===== config.mk =====
export PLATFORM = sky130hd
export DESIGN_NAME = bs_wr_sched_flat
export DESIGN_NICKNAME = d
export VERILOG_FILES = /design/src/rtl/h264_bs_pkg.sv /design/src/rtl/bs_wr_sched_if.sv /design/src/rtl/bs_occ_cnt.sv /design/src/rtl/bs_wr_sched.sv /design/src/flat_wrapper.sv
export SDC_FILE = /design/constraint.sdc
export NUM_CORES = 1
export LEC_CHECK = 0
export ABC_AREA = 1
export BUFFER_PORTS_ARGS = -buffer_cell sky130_fd_sc_hd__buf_2
export CORE_ASPECT_RATIO = 1.1
export CORE_UTILIZATION = 50
export DETAILED_ROUTE_END_ITERATION = 6
export PLACE_DENSITY = 0.85
export SLEW_MARGIN = 40
export SYNTH_ARGS = -nofsm -noshare
export SYNTH_HDL_FRONTEND = slang
export SYNTH_HIERARCHICAL = 1
export SYNTH_SLANG_ARGS = --single-unit

===== constraint.sdc =====
create_clock -name clk -period 5.4 [get_ports clk]
set_input_delay 0.54 -clock clk [delete_from_list [all_inputs] [get_ports clk]]
set_output_delay 0.54 -clock clk [all_outputs]
set_load 0.1 [all_outputs]

===== src/rtl/h264_bs_pkg.sv =====
// Shared definitions for the H.264 bitstream byte buffer write side:
// buffer geometry, per-writer physical write spans, FSM state encoding
// and the layout of the CAVLC bit bus.
package h264_bs_pkg;

    localparam int BUF_DEPTH  = 128;
    localparam int SH_SPAN    = 3;
    localparam int CAVLC_SPAN = 8;
    localparam int OCC_W      = 8;

    // The CAVLC bus is 84 bits wide; the byte payload sits in [83:20].
    localparam int CAVLC_BYTES_MSB = 83;
    localparam int CAVLC_BYTES_LSB = 20;
    localparam int CAVLC_BIT_W     = CAVLC_BYTES_MSB + 1;

    typedef enum logic [2:0] {
        ST_IDLE  = 3'd0,
        ST_HDR   = 3'd1,
        ST_DATA  = 3'd2,
        ST_TRAIL = 3'd3,
        ST_DRAIN = 3'd4,
        ST_DONE  = 3'd5
    } wr_state_e;

    // A CAVLC write never holds more than 8 bytes; larger counts are
    // treated as a full 8-byte write.
    function automatic logic [3:0] clamp_cavlc_inc(input logic [3:0] inc);
        return (inc > 4'd8) ? 4'd8 : inc;
    endfunction

endpackage


===== src/rtl/bs_wr_sched_if.sv =====
// Requester/buffer-side bundle of the bitstream write scheduler.
// master = the writers, buffer and frame control around the scheduler;
// slave  = the scheduler itself.
interface bs_wr_sched_if;
    import h264_bs_pkg::*;

    logic                   frame_start;
    logic                   sh_req;
    logic                   sh_last;
    logic [1:0]             sh_inc;
    logic [23:0]            sh_bit;
    logic                   sh_gnt;
    logic                   cavlc_req;
    logic [3:0]             cavlc_inc;
    logic [CAVLC_BIT_W-1:0] cavlc_bit;
    logic                   cavlc_gnt;
    logic                   frame_end_req;
    logic [7:0]             rbsp_trailing;
    logic                   bs_valid;

    logic                   buf_sh_we;
    logic [1:0]             buf_sh_inc;
    logic [23:0]            buf_sh_bit;
    logic                   buf_cavlc_we;
    logic [3:0]             buf_cavlc_inc;
    logic [CAVLC_BIT_W-1:0] buf_cavlc_bit;
    logic                   buf_frame_done;
    logic [7:0]             buf_rbsp_trailing;

    logic                   frame_done_o;
    logic                   busy_o;
    logic                   err_o;

    modport master (
        output frame_start, sh_req, sh_last, sh_inc, sh_bit,
               cavlc_req, cavlc_inc, cavlc_bit, frame_end_req,
               rbsp_trailing, bs_valid,
        input  sh_gnt, cavlc_gnt,
               buf_sh_we, buf_sh_inc, buf_sh_bit,
               buf_cavlc_we, buf_cavlc_inc, buf_cavlc_bit,
               buf_frame_done, buf_rbsp_trailing,
               frame_done_o, busy_o, err_o
    );

    modport slave (
        input  frame_start, sh_req, sh_last, sh_inc, sh_bit,
               cavlc_req, cavlc_inc, cavlc_bit, frame_end_req,
               rbsp_trailing, bs_valid,
        output sh_gnt, cavlc_gnt,
               buf_sh_we, buf_sh_inc, buf_sh_bit,
               buf_cavlc_we, buf_cavlc_inc, buf_cavlc_bit,
               buf_frame_done, buf_rbsp_trailing,
               frame_done_o, busy_o, err_o
    );

endinterface


===== src/rtl/bs_occ_cnt.sv =====
// Byte-buffer occupancy counter: adds the bytes granted this cycle and
// removes one byte per read strobe. A read strobe on an empty buffer is
// flagged and leaves the count where it is instead of wrapping.
module bs_occ_cnt
    import h264_bs_pkg::*;
#(
    parameter int W = OCC_W
) (
    input  logic         clk,
    input  logic         rst_n,
    input  logic [3:0]   inc,
    input  logic         dec,
    output logic [W-1:0] occ,
    output logic         underflow
);

    logic [W-1:0] occ_q;
    logic [W-1:0] occ_d;

    // Next occupancy; the decrement is suppressed when already empty.
    always_comb begin
        underflow = dec && (occ_q == '0);
        occ_d     = occ_q + {{(W-4){1'b0}}, inc};
        if (dec && !underflow) begin
            occ_d = occ_d - {{(W-1){1'b0}}, 1'b1};
        end
    end

    // Occupancy register.
    always_ff @(posedge clk or negedge rst_n) begin
        if (!rst_n) begin
            occ_q <= '0;
        end else begin
            occ_q <= occ_d;
        end
    end

    assign occ = occ_q;

endmodule


===== src/rtl/bs_wr_sched.sv =====
// Write-side scheduler of the bitstream byte buffer. Grants slice-header
// and CAVLC writers onto the buffer write ports (header first), walks each
// frame through header, data, trailing-byte and drain phases, and holds
// back grants whenever a write span would overrun bytes not yet read.
module bs_wr_sched
    import h264_bs_pkg::*;
(
    input  logic         clk,
    input  logic         rst_n,
    bs_wr_sched_if.slave bus
);

    localparam logic [OCC_W:0] DEPTH_V    = (OCC_W+1)'(BUF_DEPTH);
    localparam logic [OCC_W:0] SH_NEED    = (OCC_W+1)'(SH_SPAN);
    localparam logic [OCC_W:0] CAVLC_NEED = (OCC_W+1)'(CAVLC_SPAN);
    localparam logic [OCC_W:0] TRAIL_NEED = (OCC_W+1)'(1);

    wr_state_e              state_q, state_d;
    logic [OCC_W-1:0]       occ;
    logic                   occ_underflow;
    logic [OCC_W:0]         free;
    logic                   in_hdr_data;
    logic                   sh_gnt, cavlc_gnt;
    logic                   sh_xfer, cavlc_xfer, trail_xfer;
    logic [3:0]             cavlc_inc_eff;
    logic [3:0]             granted_inc;
    logic                   proto_err;

    logic                   buf_sh_we_q, buf_sh_we_d;
    logic [1:0]             buf_sh_inc_q, buf_sh_inc_d;
    logic [23:0]            buf_sh_bit_q, buf_sh_bit_d;
    logic                   buf_cavlc_we_q, buf_cavlc_we_d;
    logic [3:0]             buf_cavlc_inc_q, buf_cavlc_inc_d;
    logic [CAVLC_BIT_W-1:0] buf_cavlc_bit_q, buf_cavlc_bit_d;
    logic                   buf_frame_done_q, buf_frame_done_d;
    logic [7:0]             buf_rbsp_trailing_q, buf_rbsp_trailing_d;
    logic                   err_q, err_d;

    // Space check, grants and the byte count admitted this cycle.
    always_comb begin
        free          = DEPTH_V - {1'b0, occ};
        in_hdr_data   = (state_q == ST_HDR) || (state_q == ST_DATA);
        sh_gnt        = in_hdr_data && (free >= SH_NEED);
        cavlc_gnt     = (state_q == ST_DATA) && !bus.sh_req && (free >= CAVLC_NEED);
        sh_xfer       = bus.sh_req && sh_gnt;
        cavlc_xfer    = bus.cavlc_req && cavlc_gnt;
        trail_xfer    = (state_q == ST_TRAIL) && (bus.rbsp_trailing != 8'd0)
                        && (free >= TRAIL_NEED);
        cavlc_inc_eff = clamp_cavlc_inc(bus.cavlc_inc);
        granted_inc   = 4'd0;
        if (sh_xfer) begin
            granted_inc = {2'b00, bus.sh_inc};
        end else if (cavlc_xfer) begin
            granted_inc = cavlc_inc_eff;
        end else if (trail_xfer) begin
            granted_inc = 4'd1;
        end
    end

    // Frame phase sequencing.
    always_comb begin
        state_d = state_q;
        unique case (state_q)
            ST_IDLE:  if (bus.frame_start) state_d = ST_HDR;
            ST_HDR:   if (sh_xfer && bus.sh_last) state_d = ST_DATA;
            ST_DATA:  if (bus.frame_end_req && !sh_xfer && !cavlc_xfer) state_d = ST_TRAIL;
            ST_TRAIL: if ((bus.rbsp_trailing == 8'd0) || trail_xfer) state_d = ST_DRAIN;
            ST_DRAIN: if ((occ == '0) && !bus.bs_valid) state_d = ST_DONE;
            ST_DONE:  state_d = ST_IDLE;
            default:  state_d = ST_IDLE;
        endcase
    end

    // Protocol violations accumulate into a flag only reset can clear.
    always_comb begin
        proto_err = 1'b0;
        if (bus.sh_req && !in_hdr_data)                 proto_err = 1'b1;
        if (bus.cavlc_req && (state_q != ST_DATA))      proto_err = 1'b1;
        if (bus.frame_start && (state_q != ST_IDLE))    proto_err = 1'b1;
        if (bus.cavlc_req && (bus.cavlc_inc > 4'd8))    proto_err = 1'b1;
        if (occ_underflow)                              proto_err = 1'b1;
        err_d = err_q || proto_err;
    end

    // Buffer write port contents for the next cycle; data is zero when idle.
    always_comb begin
        buf_sh_we_d         = sh_xfer;
        buf_sh_inc_d        = sh_xfer ? bus.sh_inc : 2'd0;
        buf_sh_bit_d        = sh_xfer ? bus.sh_bit : 24'd0;
        buf_cavlc_we_d      = cavlc_xfer;
        buf_cavlc_inc_d     = cavlc_xfer ? cavlc_inc_eff : 4'd0;
        buf_cavlc_bit_d     = cavlc_xfer ? bus.cavlc_bit : '0;
        buf_frame_done_d    = trail_xfer;
        buf_rbsp_trailing_d = trail_xfer ? bus.rbsp_trailing : 8'd0;
    end

    // State, error flag and registered buffer write ports.
    always_ff @(posedge clk or negedge rst_n) begin
        if (!rst_n) begin
            state_q             <= ST_IDLE;
            err_q               <= 1'b0;
            buf_sh_we_q         <= 1'b0;
            buf_sh_inc_q        <= 2'd0;
            buf_sh_bit_q        <= 24'd0;
            buf_cavlc_we_q      <= 1'b0;
            buf_cavlc_inc_q     <= 4'd0;
            buf_cavlc_bit_q     <= '0;
            buf_frame_done_q    <= 1'b0;
            buf_rbsp_trailing_q <= 8'd0;
        end else begin
            state_q             <= state_d;
            err_q               <= err_d;
            buf_sh_we_q         <= buf_sh_we_d;
            buf_sh_inc_q        <= buf_sh_inc_d;
            buf_sh_bit_q        <= buf_sh_bit_d;
            buf_cavlc_we_q      <= buf_cavlc_we_d;
            buf_cavlc_inc_q     <= buf_cavlc_inc_d;
            buf_cavlc_bit_q     <= buf_cavlc_bit_d;
            buf_frame_done_q    <= buf_frame_done_d;
            buf_rbsp_trailing_q <= buf_rbsp_trailing_d;
        end
    end

    bs_occ_cnt #(
        .W (OCC_W)
    ) u_occ (
        .clk       (clk),
        .rst_n     (rst_n),
        .inc       (granted_inc),
        .dec       (bus.bs_valid),
        .occ       (occ),
        .underflow (occ_underflow)
    );

    assign bus.sh_gnt            = sh_gnt;
    assign bus.cavlc_gnt         = cavlc_gnt;
    assign bus.buf_sh_we         = buf_sh_we_q;
    assign bus.buf_sh_inc        = buf_sh_inc_q;
    assign bus.buf_sh_bit        = buf_sh_bit_q;
    assign bus.buf_cavlc_we      = buf_cavlc_we_q;
    assign bus.buf_cavlc_inc     = buf_cavlc_inc_q;
    assign bus.buf_cavlc_bit     = buf_cavlc_bit_q;
    assign bus.buf_frame_done    = buf_frame_done_q;
    assign bus.buf_rbsp_trailing = buf_rbsp_trailing_q;
    assign bus.frame_done_o      = (state_q == ST_DONE);
    assign bus.busy_o            = (state_q != ST_IDLE);
    assign bus.err_o             = err_q;

endmodule


===== src/flat_wrapper.sv =====
// flat-port wrapper written by rule: the top's interface ports become plain ports
module bs_wr_sched_flat import h264_bs_pkg::*;
  (clk, rst_n, bus_frame_start, bus_sh_req, bus_sh_last, bus_sh_inc, bus_sh_bit, bus_cavlc_req, bus_cavlc_inc, bus_cavlc_bit, bus_frame_end_req, bus_rbsp_trailing, bus_bs_valid, bus_sh_gnt, bus_cavlc_gnt, bus_buf_sh_we, bus_buf_sh_inc, bus_buf_sh_bit, bus_buf_cavlc_we, bus_buf_cavlc_inc, bus_buf_cavlc_bit, bus_buf_frame_done, bus_buf_rbsp_trailing, bus_frame_done_o, bus_busy_o, bus_err_o);
  bs_wr_sched_if bus_i ();
  input  logic clk;
  input  logic rst_n;
  input wire logic [$bits(bus_i.frame_start)-1:0] bus_frame_start;
  input wire logic [$bits(bus_i.sh_req)-1:0] bus_sh_req;
  input wire logic [$bits(bus_i.sh_last)-1:0] bus_sh_last;
  input wire logic [$bits(bus_i.sh_inc)-1:0] bus_sh_inc;
  input wire logic [$bits(bus_i.sh_bit)-1:0] bus_sh_bit;
  input wire logic [$bits(bus_i.cavlc_req)-1:0] bus_cavlc_req;
  input wire logic [$bits(bus_i.cavlc_inc)-1:0] bus_cavlc_inc;
  input wire logic [$bits(bus_i.cavlc_bit)-1:0] bus_cavlc_bit;
  input wire logic [$bits(bus_i.frame_end_req)-1:0] bus_frame_end_req;
  input wire logic [$bits(bus_i.rbsp_trailing)-1:0] bus_rbsp_trailing;
  input wire logic [$bits(bus_i.bs_valid)-1:0] bus_bs_valid;
  output wire logic [$bits(bus_i.sh_gnt)-1:0] bus_sh_gnt;
  output wire logic [$bits(bus_i.cavlc_gnt)-1:0] bus_cavlc_gnt;
  output wire logic [$bits(bus_i.buf_sh_we)-1:0] bus_buf_sh_we;
  output wire logic [$bits(bus_i.buf_sh_inc)-1:0] bus_buf_sh_inc;
  output wire logic [$bits(bus_i.buf_sh_bit)-1:0] bus_buf_sh_bit;
  output wire logic [$bits(bus_i.buf_cavlc_we)-1:0] bus_buf_cavlc_we;
  output wire logic [$bits(bus_i.buf_cavlc_inc)-1:0] bus_buf_cavlc_inc;
  output wire logic [$bits(bus_i.buf_cavlc_bit)-1:0] bus_buf_cavlc_bit;
  output wire logic [$bits(bus_i.buf_frame_done)-1:0] bus_buf_frame_done;
  output wire logic [$bits(bus_i.buf_rbsp_trailing)-1:0] bus_buf_rbsp_trailing;
  output wire logic [$bits(bus_i.frame_done_o)-1:0] bus_frame_done_o;
  output wire logic [$bits(bus_i.busy_o)-1:0] bus_busy_o;
  output wire logic [$bits(bus_i.err_o)-1:0] bus_err_o;
  assign bus_i.frame_start = bus_frame_start;
  assign bus_i.sh_req = bus_sh_req;
  assign bus_i.sh_last = bus_sh_last;
  assign bus_i.sh_inc = bus_sh_inc;
  assign bus_i.sh_bit = bus_sh_bit;
  assign bus_i.cavlc_req = bus_cavlc_req;
  assign bus_i.cavlc_inc = bus_cavlc_inc;
  assign bus_i.cavlc_bit = bus_cavlc_bit;
  assign bus_i.frame_end_req = bus_frame_end_req;
  assign bus_i.rbsp_trailing = bus_rbsp_trailing;
  assign bus_i.bs_valid = bus_bs_valid;
  assign bus_sh_gnt = bus_i.sh_gnt;
  assign bus_cavlc_gnt = bus_i.cavlc_gnt;
  assign bus_buf_sh_we = bus_i.buf_sh_we;
  assign bus_buf_sh_inc = bus_i.buf_sh_inc;
  assign bus_buf_sh_bit = bus_i.buf_sh_bit;
  assign bus_buf_cavlc_we = bus_i.buf_cavlc_we;
  assign bus_buf_cavlc_inc = bus_i.buf_cavlc_inc;
  assign bus_buf_cavlc_bit = bus_i.buf_cavlc_bit;
  assign bus_buf_frame_done = bus_i.buf_frame_done;
  assign bus_buf_rbsp_trailing = bus_i.buf_rbsp_trailing;
  assign bus_frame_done_o = bus_i.frame_done_o;
  assign bus_busy_o = bus_i.busy_o;
  assign bus_err_o = bus_i.err_o;
  bs_wr_sched u_core (.clk(clk), .rst_n(rst_n), .bus(bus_i));
endmodule

## Word level (Yosys, flattened, before mapping)

Cells that the tools add are included.
Widths: inputs -> output; s select.

| word-level totals | value |
|---|---|
| bits in registers | 137 |
| word-level logic and storage cells | 82 |

| cells by class | value |
|---|---|
| $add $sub $neg | 3 |
| $lt $le $gt $ge | 4 |
| eq/ne operators | 11 |
| muxes and demuxes | 21 |
| reductions and logical operators | 32 |

Operators with widths:

| cell | count |
|---|---|
| $mux 84 | 1 |
| $mux 24 | 1 |
| $logic_and 1x1->1 | 17 |
| $logic_not 8->1 | 2 |
| $mux 4 | 4 |
| $mux 8 | 2 |
| $mux 3 | 5 |
| $pmux 3 s5 | 1 |
| $ge 9x1->1 const B | 1 |
| $ge 9x2->1 const B | 1 |
| $ge 9x4->1 const B | 1 |
| $sub 8x8->9 const A | 1 |
| $add 8x4->8 | 1 |
| $ne 2x2->1 const B | 4 |
| $reduce_bool 8->1 | 1 |
| $sub 8x1->8 const B | 1 |
| $eq 3x2->1 const B | 2 |
| $eq 3x3->1 const B | 2 |
| $logic_not 1->1 | 6 |
| $mux 1 | 6 |
| $reduce_and 5->1 | 1 |
| $gt 4x4->1 const B | 1 |
| $eq 3x1->1 const B | 1 |
| $logic_not 3->1 | 1 |
| other kinds (5) | 7 |

## Logic depth before layout (Yosys ltp)

| depth | value |
|---|---|
| depth after elaboration | 10 |
| depth in mapped cells | 24 |
| gate-level depth less buffers | 24 |

## By module

The synthesis kept the hierarchy.

Modules (own cells, without submodules):

| module | instances | cells each | area each (sq um) | sequential area each (sq um) |
|---|---|---|---|---|
| bs_wr_sched | 1 | 504 | 4794.6 | 3228.1 |
| bs_occ_cnt | 1 | 117 | 787.0 | 200.2 |

## Worst setup path before layout

No wires, ideal clock.

| path | value |
|---|---|
| path kind | register to register |
| from | reg u_core.u_occ.occ_q[0] (netlist: u_core/u_occ/occ[0]) |
| to | reg u_core.u_occ.occ_q[4] (netlist: u_core/u_occ/occ[4]) |
| setup time | 0.122 ns |
| data arrival time | 3.065 ns |
| data required time | 5.278 ns |
| setup slack | 2.213 ns |
| stages on the path, launching flop included | 18 |
| buffers on the path | 0 |
| period minus slack after synthesis | 3.187 ns |
| path through | dfrtp_1 inv_1 ha_1 nand2_1 xor2_1 nor2_2 and2_4 nand3_2 nand2_4 inv_2 or3_1 ha_1 inv_1 fa_1 ha_1 nand3_2 nor2_2 xnor2_1 |

| between the ends | value |
|---|---|
| cells in the longest elaborated chain, start to end | 9 |
| elaborated cells between the ends (all ways) | 19 |
| those cells by class | 3 x add/sub; 3 x order compare; 4 x mux; 9 x reduce/logical |

RTL lines:

| element | line | RTL |
|---|---|---|
| start: declaration | bs_occ_cnt.sv:17 | `logic [W-1:0] occ_q;` |
| start signal: assignment | bs_occ_cnt.sv:32 | `occ_q <= '0;` |
| start signal: assignment | bs_occ_cnt.sv:34 | `occ_q <= occ_d;` |
| $sub 8x8->9 * | bs_wr_sched.sv:41 | `free = DEPTH_V - {1'b0, occ};` |
| $ge 9x1->1 * | bs_wr_sched.sv:48 | `&& (free >= TRAIL_NEED);` |
| $logic_and 1x1->1 * | bs_wr_sched.sv:48 |  |
| via u_core.buf_frame_done_d | bs_wr_sched.sv:35 | `logic buf_frame_done_q, buf_frame_done_d;` |
| $mux 1 * | bs_wr_sched.sv:55 | `end else if (trail_xfer) begin` |
| $mux 4 * | bs_wr_sched.sv:53 | `end else if (cavlc_xfer) begin` |
| $mux 4 * | bs_wr_sched.sv:51 | `if (sh_xfer) begin` |
| via u_core.granted_inc[0] | bs_wr_sched.sv:26 | `logic [3:0] granted_inc;` |
| $add 8x4->8 * | bs_occ_cnt.sv:23 | `occ_d = occ_q + {{(W-4){1'b0}}, inc};` |
| $sub 8x1->8 | bs_occ_cnt.sv:25 | `occ_d = occ_d - {{(W-1){1'b0}}, 1'b1};` |
| $mux 8 * | bs_occ_cnt.sv:24 | `if (dec && !underflow) begin` |
| via u_core.u_occ.occ_d[4] | bs_occ_cnt.sv:18 | `logic [W-1:0] occ_d;` |

The timed path passes the listed nets; every way through them passes the cells marked *.
A chain may end at the register's enable or synchronous reset.

## Worst setup path in the final report

| path | value |
|---|---|
| from | reg u_core.u_occ.occ_q[0] (netlist: u_core/u_occ/occ[0]) |
| to | reg u_core.u_occ.occ_q[7] (netlist: u_core/u_occ/occ[7]) |

| between the ends | value |
|---|---|
| cells in the longest elaborated chain, start to end | 9 |
| elaborated cells between the ends (all ways) | 19 |
| those cells by class | 3 x add/sub; 3 x order compare; 4 x mux; 9 x reduce/logical |

RTL lines:

| element | line | RTL |
|---|---|---|
| $sub 8x8->9 * | bs_wr_sched.sv:41 |  |
| $ge 9x4->1 | bs_wr_sched.sv:44 | `cavlc_gnt = (state_q == ST_DATA) && !bus.sh_req && (free >= CAVLC_NEED);` |
| $logic_and 1x1->1 | bs_wr_sched.sv:44 |  |
| $logic_and 1x1->1 | bs_wr_sched.sv:46 | `cavlc_xfer = bus.cavlc_req && cavlc_gnt;` |
| $mux 4 | bs_wr_sched.sv:53 |  |
| $mux 4 * | bs_wr_sched.sv:51 |  |
| via u_core.granted_inc[3] | bs_wr_sched.sv:26 |  |
| $add 8x4->8 * | bs_occ_cnt.sv:23 |  |
| $sub 8x1->8 | bs_occ_cnt.sv:25 |  |
| $mux 8 * | bs_occ_cnt.sv:24 |  |
| via u_core.u_occ.occ_d[7] | bs_occ_cnt.sv:18 |  |

Marked as above.

==> results_dict.tcl <==
set metrics [dict create \
    fp.dieW_microns 103 \
    yosysSeqAreaShare 0.614 \
    syn_area_per_cell_sq_um 8.99 \
    rsz0062_at_grt "false" \
    multi_input_area_sq_um 1490 \
    slew_viol_final 0 \
    viasPerCell 4.54 \
    tightest_slew_ps 696 \
    grt_pass1_wl_mm 21.5 \
    yosysUniqueCellTypes 31 \
    status "completed" \
    synth_top_area_cell "dfrtp_1" \
    reg2reg_setup_slack_ps 1650 \
    io_pins 260 \
    r2r_cells 21 \
    ctsHoldBuffers 0 \
    synth_cells 621 \
    p_leak_nw 4.99 \
    yosys.area.top_type_share 0.614 \
    cts.sink_count 137 \
    cts_resized 0 \
    clockBufferDepth 2 \
    r2r_start "u_core/u_occ/occ[0]$_DFF_PN0_" \
    drt-pass1-iter-count 5 \
    setup_viol_count_final 0 \
    place_congestion 0.929 \
    path_max_fanout 71 \
    portBuffers 259 \
    gr-total-overflow 0 \
    fillCellCount 882 \
    wire_per_inst_microns 13.6 \
    p_total_mw 4.10 \
    start_kind "flip-flop" \
    cts_tree "yes" \
    ys_seq_elements 137 \
    drt_iter0_drc 251 \
    ant_nets 0 \
    n_antenna_cell 0 \
    cts.htree.levels 4 \
    dp_hpwl_mm 10.7 \
    cts_buffers 17 \
    synth-warning-count 6 \
    postCtsSetupRepairBufs 0 \
    num_rows 40 \
    cp-startpoint "u_core/u_occ/occ[0]$_DFF_PN0_" \
    worstPathArrival_ps 4040 \
    pwr_density_cell_nw_per_um2 538 \
    seq_area_sq_um 3430 \
    peakVddDrop_mv 0.384 \
    clock_skew_ps 9.94 \
    fp.dieArea_sq_um 11600 \
    fin_crit_ps 3750 \
    fin_crit_sh 0.694 \
    critical_path_class "reg2reg" \
    critPathRequiredTime_ps 5690 \
    max_freq_mhz 267 \
    maxCapViolations 0 \
    clockRootBuffer "clkbuf_16" \
    routed-via-count 4758 \
    fin_setup_tns_ps 0 \
    clkLatencyLatePin_ps 400 \
    clk_pin_slew_ps 60 \
    hp-class "in2async" \
    syn_nets 760 \
    end_kind "flip-flop" \
    rr_endpoint "u_core/u_occ/occ[7]$_DFF_PN0_" \
    grt_pass1_vias 4454 \
    synth_area_leaders "dfrtp_1 (61%), inv_1 (11%), nor2_1 (10%)" \
    initial_utilization 0.512 \
    grt_usage 0.252 \
    area_delta_synth_final_pct 36.6 \
    core_area_sq_um 10900 \
    crit_path_end "u_core/u_occ/occ[7]$_DFF_PN0_" \
    nets 1028 \
    drive_above_1_share 0.358 \
    drc_errors 0 \
    antenna_found_initial 0 \
    hold_viol 0 \
    slew_headroom 0.536 \
    synthesis.area_sq_um 5580 \
    finalWirelength_mm 14.3 \
    grt_max_degree 79 \
    die-height_microns 113 \
]
-- synth_stat cells --
master,number
inv_1,160
nor2_1,151
dfrtp_1,137
nand2_1,61
nand3_1,24
buf_2,12
nand2_2,10
nand4_1,10
ha_1,8
nor3_1,7
nor2_2,6
a21oi_1,5
nand3_2,5
xor2_1,5
inv_2,3
nand2_4,2
a211oi_1,1
a31oi_1,1
and2_1,1
and2_4,1
buf_4,1
fa_1,1
mux2i_1,1
nand3b_1,1
nor2_4,1
nor3_2,1
o21ai_0,1
o21ai_1,1
o22ai_1,1
or3_1,1
xnor2_1,1
-- kinds of logic (layout without fill, tap and decap cells) --
logic type	count (synthesis)	count (layout)	synth area share
xor gates and xnor gates	6	6	0.00941
buffers and inverters	176	457	0.122
adders and majority gates	9	9	0.0215
and+or+nand+nor	282	282	0.221
muxes	1	1	0.00179
AOI/OAI and AO/OA	10	10	0.00986
DFF	137	137	0.614
-- cell type report --
cell class,instances,share of cell area
inverter,163,0.0802
multi-input combinational,308,0.195
clock inverter,13,0.0189
sequential,137,0.450
timing repair buffer,262,0.174
clock buffer,19,0.0581
tap,147,0.0241
-- registers in the layout, indices dropped and copies added (netlist names) --
name                          count
u_core/bus.buf_sh_we              1
u_core/u_occ/occ                  8
u_core/bus.buf_sh_inc             2
u_core/bus.err_o                  1
u_core/bus.buf_cavlc_inc          4
u_core/bus.buf_sh_bit            24
u_core/bus.buf_cavlc_bit         84
u_core/state_q                    3
u_core/bus.buf_frame_done         1
u_core/bus.buf_cavlc_we           1
u_core/bus.buf_rbsp_trailing      8
-- worst max-delay path, stage by stage (launching register included) --
cell and delay (ps):
dfrtp_1 450, inv_1 170, ha_1 250, nand2_1 100, xor2_1 170, nor2_2 160
nand3_1 140, nand3_4 250, buf_4 630, nor2_1 90, ha_1 400, nand2_1 90
nand2_1 100, inv_2 50, nand2_2 70, nand2_2 50, nand2_2 110, nand2_2 70
nor2_4 110, nand2_1 60, nand2_1 60, nand2_1 50
-- placed cells by master (no fill, tap or decap), types with 2 or more instances in the layout --
cell       count
clkinv_2       3
xor2_1         5
nor2_1       151
nand2_1       61
buf_2        258
inv_6          2
bufinv_16      2
a21oi_1        5
dfrtp_1      137
buf_4          2
clkinv_4       5
nand3_1       23
nand2_4        2
nand2_2       10
ha_1           8
inv_1        160
nand3_2        5
inv_2          3
nor3_1         7
nor2_2         6
nand4_1       10
clkbuf_16     17
buf_6          2
-- report_power, final --
group | switching [mW] | total [mW] | internal [mW] | leakage, nW
sequential | 0.109 | 1.27 | 1.16 | 1.87
combinational | 1.37 | 1.71 | 0.335 | 2.83
clock | 0.425 | 1.12 | 0.695 | 0.288
total | 1.91 | 4.10 | 2.19 | 4.99
-- worst min path at each step --
stage                                          start                               endpoint  slack (ps)  cells past startpoint
after global routing                           rst_n          u_core/state_q[2]$_DFFE_PN0P_         120                      1
final                                          rst_n          u_core/state_q[2]$_DFFE_PN0P_          90                      1
after CTS                                      rst_n          u_core/state_q[2]$_DFFE_PN0P_         100                      1
after floorplan                                rst_n  u_core/bus.buf_cavlc_bit[0]$_DFF_PN0_         240                      0
after global placement    u_core/bus.err_o$_DFF_PN0_             u_core/bus.err_o$_DFF_PN0_         480                      2
after detailed placement  u_core/bus.err_o$_DFF_PN0_             u_core/bus.err_o$_DFF_PN0_         470                      2
-- metrics by stage --
| step | instance area, sq um | hold slack (ps) | instances | util | worst slack, ps |
|---|---|---|---|---|---|
| global route | 7630 | 121 | 1049 | 0.699 | 1280 |
| floorplan | 5580 | 244 | 621 | - | 2210 |
| finish | 7630 | 93.7 | 1049 | 0.699 | 1650 |
| global placement | 7040 | 477 | 1017 | 0.645 | 1800 |
| CTS | 7630 | 96.1 | 1049 | 0.699 | 1660 |
| detailed placement | 7040 | 471 | 1017 | 0.645 | 1690 |
-- per-layer routing --
layer | global-route usage | wire length, microns
met3 | 0.0766 | 1080
met2 | 0.421 | 7430
met1 | 0.292 | 5420
met5 | 0 | 0
met4 | 0.125 | 338
Note: power is estimated with default switching activity, not from simulation.
